## src/rtl/search_coordinator.sv

```systemverilog
// Iterative-deepening search coordinator: launches sequence_generator at lengths 1..limit
// and stops at the first length that produces a multiplier match. Optional watchdog: SEARCH_WDOG_EN.
module search_coordinator #(
   parameter int LEN_W       = 5,
   parameter int WDOG_CYCLES = 4096
) (
   input  logic             clk,
   input  logic             reset,
   input  logic             go,
   input  logic [LEN_W-1:0] len_limit,
   output logic             gen_start,
   output logic [LEN_W-1:0] gen_max_length,
   input  logic             gen_complete,
   input  logic             mul_match,
   output logic             busy,
   output logic             done,
   output logic             found,
   output logic [LEN_W-1:0] found_length,
   output logic             timeout,
   output logic [1:0]       state_dbg
);

   typedef enum logic [1:0] {IDLE = 2'd0, LAUNCH = 2'd1, RUN = 2'd2, FINISH = 2'd3} state_t;

   state_t           state;
   logic [LEN_W-1:0] limit;
   logic [LEN_W-1:0] cur_len;

   assign busy      = (state != IDLE);
   assign state_dbg = state;

`ifdef SEARCH_WDOG_EN
   localparam int CNT_W = $clog2(WDOG_CYCLES + 1);
   logic [CNT_W-1:0] wdog_cnt;
   logic             timeout_q;
   assign timeout = timeout_q;
`else
   assign timeout = 1'b0;
`endif

   // gen_start and done are set on the transition into the state they belong to,
   // so both are clean registered single-cycle pulses.
   always_ff @(posedge clk or posedge reset) begin
      if (reset) begin
         state          <= IDLE;
         limit          <= '0;
         cur_len        <= '0;
         gen_start      <= 1'b0;
         gen_max_length <= '0;
         done           <= 1'b0;
         found          <= 1'b0;
         found_length   <= '0;
`ifdef SEARCH_WDOG_EN
         wdog_cnt       <= '0;
         timeout_q      <= 1'b0;
`endif
      end else begin
         gen_start <= 1'b0;
         done      <= 1'b0;
         case (state)
            IDLE: begin
               if (go) begin
                  limit        <= len_limit;
                  found        <= 1'b0;
                  found_length <= '0;
                  cur_len      <= LEN_W'(1);
`ifdef SEARCH_WDOG_EN
                  timeout_q    <= 1'b0;
`endif
                  if (len_limit == '0) begin
                     state <= FINISH;
                  end else begin
                     state          <= LAUNCH;
                     gen_start      <= 1'b1;
                     gen_max_length <= LEN_W'(1);
                  end
               end
            end
            LAUNCH: begin
               state <= RUN;
`ifdef SEARCH_WDOG_EN
               wdog_cnt <= '0;
`endif
            end
            RUN: begin
               if (mul_match && !found) begin
                  found        <= 1'b1;
                  found_length <= cur_len;
               end
               // A match in the completing cycle still counts as found for this length.
               if (gen_complete) begin
                  if (found || mul_match || (cur_len == limit)) begin
                     state <= FINISH;
                  end else begin
                     cur_len        <= cur_len + LEN_W'(1);
                     gen_max_length <= cur_len + LEN_W'(1);
                     gen_start      <= 1'b1;
                     state          <= LAUNCH;
                  end
               end
`ifdef SEARCH_WDOG_EN
               else if (wdog_cnt == CNT_W'(WDOG_CYCLES - 1)) begin
                  timeout_q <= 1'b1;
                  state     <= FINISH;
               end else begin
                  wdog_cnt <= wdog_cnt + CNT_W'(1);
               end
`endif
            end
            FINISH: begin
               done  <= 1'b1;
               state <= IDLE;
            end
            default: state <= IDLE;
         endcase
      end
   end

endmodule

```

## config.mk

```make
export PLATFORM = sky130hd
export DESIGN_NAME = search_coordinator
export DESIGN_NICKNAME = d
export VERILOG_FILES = /design/src/rtl/search_coordinator.sv
export SDC_FILE = /design/constraint.sdc
export NUM_CORES = 1
export LEC_CHECK = 0
export CAP_MARGIN = 20
export CORE_MARGIN = 3
export CORE_UTILIZATION = 45
export DETAILED_ROUTE_END_ITERATION = 10
export PLACE_DENSITY = 0.8
export SYNTH_ARGS = -nofsm -noshare
export SYNTH_HDL_FRONTEND = slang
export SYNTH_SLANG_ARGS = --single-unit
```

## constraint.sdc

```tcl
create_clock -name clk -period 1.7 [get_ports clk]
set_input_delay 0.34 -clock clk [delete_from_list [all_inputs] [get_ports clk]]
set_output_delay 0.34 -clock clk [all_outputs]
set_load 0.05 [all_outputs]
```

==> impl_results.md <==
- Status: finished clean
- Wirelength, routed: 3.23 mm
- Final Slew Violations: 0
- Commonest non-fill, non-tap cell in the layout: buf_4
- Met2 usage: 31.9%
- Hold Crit Class: primary input to async pin
- Seq/Total Area, Yosys: 48.1%
- Gr usage total: 18.5%
- FILL cells: 200
- Synth top area share: 48.1%
- Starting Density: 49.8%
- Top cells by area, synth: dfrtp_1 (48%), a22o_1 (5.4%), xnor2_1 (4.7%)
- Setup CP Type: flip-flop to flip-flop
- Initial antenna violation count: 0
- CTS sink count: 25
- Grt ovf: 0
- Distinct cells, synth: 44
- ANT nets after route: 0
- TritonCTS clock tree: built
- Routed WL per cell: 16.8 um
- Reg-to-Reg Start: cur_len[2]$_DFFE_PP0P_
- 1st-iter DRT viols: 29
- Fin crit period: 1690 ps
- Number of synthesized flops with an enable pin: 0
- I/O pin count: 27
- Rows: 18
- DIE WIDTH: 59.8 um
- Setup repair after global routing missed its margin: true
- Leak Pwr: 0.830 nW
- Area of the core: 2610 um^2
- Max-cap violations: 0
- CP endpoint kind: flip-flop
- Fmax: 593 MHz
- Met3 Use GR: 2.59%
- Via-per-instance ratio: 5.77
- Synth Net Count: 126
- Via count: 1108
- Die area: 3570 um^2
- I/O Buffers: 25
- First-pass GRT wire length: 4.97 mm
- Final setup fails: 0
- Peak supply drop: 1350 uV
- Vias in the first global route: 1071
- Final #Nets: 174
- Syn Area/Cell: 11.3 um^2
- N_diodes: 0
- Post-Syn Area: 1300 um^2
- Layout cell share with drive strength beyond 1: 41.4%
- Ys Warns: 0
- Leading area contributor after synthesis: dfrtp_1
- Critical Path RT: 1910 ps
- Non-Filler Instances: 192
- Remaining DRCs: 0
- Total power: 3.42 mW
- Total CTS buffers: 3
- Final GP Congestion: 0.938
- Synthesized instance count: 115
- Largest net degree at the start of global routing: 26
- Critical-path maximum fanout: 5
- Die Ht: 59.8 um
- Placed insts: 185
- Max Root-Sink Buffers: 2
- Hold Worst Slack: 349 ps
- Reg-to-Reg End: gen_max_length[3]$_DFFE_PP0P_
- Cts hold-fix bufs: 0
- First-pass DRT Iterations: 5
- Main synth FF type: dfrtp_1
- Clock skew: 5.08 ps
- Clk slew on worst S/H paths: 130 ps
- H-Tree Depth: 1
- Final period util: 99.2%
- CTS root buf: clkbuf_4
- Met1 Use GR: 23.9%
- Synth async-reset ratio: 100%
- Area Growth Syn to Fin: 38.0%
- DP Wirelength: 2.35 mm
- Synthesis-stage register bit count: 25
- Reg2Reg Setup Slack: 10 ps
- CP Launch Type: flip-flop
- Pwr/cell area: 1910 nW/um^2
- Most used routing layer: met2
- R2R depth: 4
- Commonest cells after routing, fill and taps aside: buf_4 (36), dfrtp_1 (22), nand2_1 (9)
- Worst-Skew Late Latency: 310 ps
- Final Hold Vio Count: 0
- Worst Path Arrival: 1900 ps
[report_power, final]
group	internal (mW)	switching, mW
clock	0.0917	0.169
sequential	0.813	0.225
combinational	0.915	1.21
total	1.82	1.60
[cell type report]
type | instances | area [um^2] | share of cell area, %
repair buffers | 49 | 427 | 23.8
multi-input cells | 79 | 657 | 36.6
well taps | 30 | 37.5 | 2.09
flip-flops and latches | 25 | 629 | 35.1
inverters | 5 | 18.8 | 1.05
clock buffers | 4 | 26.3 | 1.46
[flip-flops by register name (all words and copies together) (netlist names)]
signal          cells
cur_len             5
found_length        5
gen_max_length      5
limit               5
state_dbg           2
done                1
found               1
gen_start           1
[critical path, cell delays in order (launching register included)]
cell and delay, ps:
dfrtp_1 490, xnor2_1 300, nand3_2 210, o211ai_4 260, mux2_4 320
[synth_stat cells, types with 3 or more instances]
cell and number:
a21oi_1 5, nor2_1 4, a22o_1 8, nor2b_1 3, nand2b_1 3, dfrtp_1 25
mux2_2 5, xnor2_1 7, inv_1 5, nand3_1 3, nand2_1 9
[metrics by stage]
| step | utilization, % | setup slack, ps | area, um^2 | TNS [ps] |
|---|---|---|---|---|
| 3_3_place_gp | 65.0 | -473 | 1700 | -3490 |
| 5_1_grt | 68.7 | -29.7 | 1800 | -92.8 |
| 3_5_place_dp | 65.0 | -525 | 1700 | -3920 |
| 6_report | 68.7 | 13.4 | 1800 | 0 |
| 2_1_floorplan | - | -54.1 | 1310 | -54.1 |
| 4_1_cts | 67.7 | 4.75 | 1770 | 0 |
[per-layer routing]
layer,wire length (um),share of wire (%)
met1,1380,43
met4,43,1.3
met2,1610,50
met3,199,6.2
met5,0,0
[kinds of logic (layout without fill, tap and decap cells)]
kind of cell	count (synthesis)	count (layout)	share of synthesized area (%)
and+or+nand+nor	34	34	15.9
AOI/OAI and AO/OA	28	28	18.8
DFF	25	25	48.1
buffers and inverters	11	58	4.42
xor gates and xnor gates	8	8	5.38
muxes	7	7	6.25
adders and majority gates	1	1	0.961
other	1	1	0.288
[how the worst max path moves through the flow]
stage / from / endpoint / slack (ps) / cells past startpoint
after floorplan: len_limit[1] / gen_max_length[3]$_DFFE_PP0P_ / -50 / 4
after global placement: len_limit[1] / gen_max_length[3]$_DFFE_PP0P_ / -470 / 5
after detailed placement: len_limit[1] / gen_max_length[3]$_DFFE_PP0P_ / -530 / 5
after CTS: cur_len[2]$_DFFE_PP0P_ / cur_len[0]$_DFFE_PP0P_ / 5 / 4
after global routing: cur_len[2]$_DFFE_PP0P_ / gen_max_length[3]$_DFFE_PP0P_ / -30 / 4
final: cur_len[2]$_DFFE_PP0P_ / gen_max_length[3]$_DFFE_PP0P_ / 10 / 4
[timing repair]
| item | 4_1_cts | 5_1_grt |
|---|---|---|
| buffers inserted | 2 | 1 |
| endpoints found under the hold margin | 0 | 0 |
| endpoints found under the setup margin | 9 | 8 |
| gates resized for setup | 15 | 5 |
| pin swaps | 6 | 4 |
(Power assumes the default switching activity.)
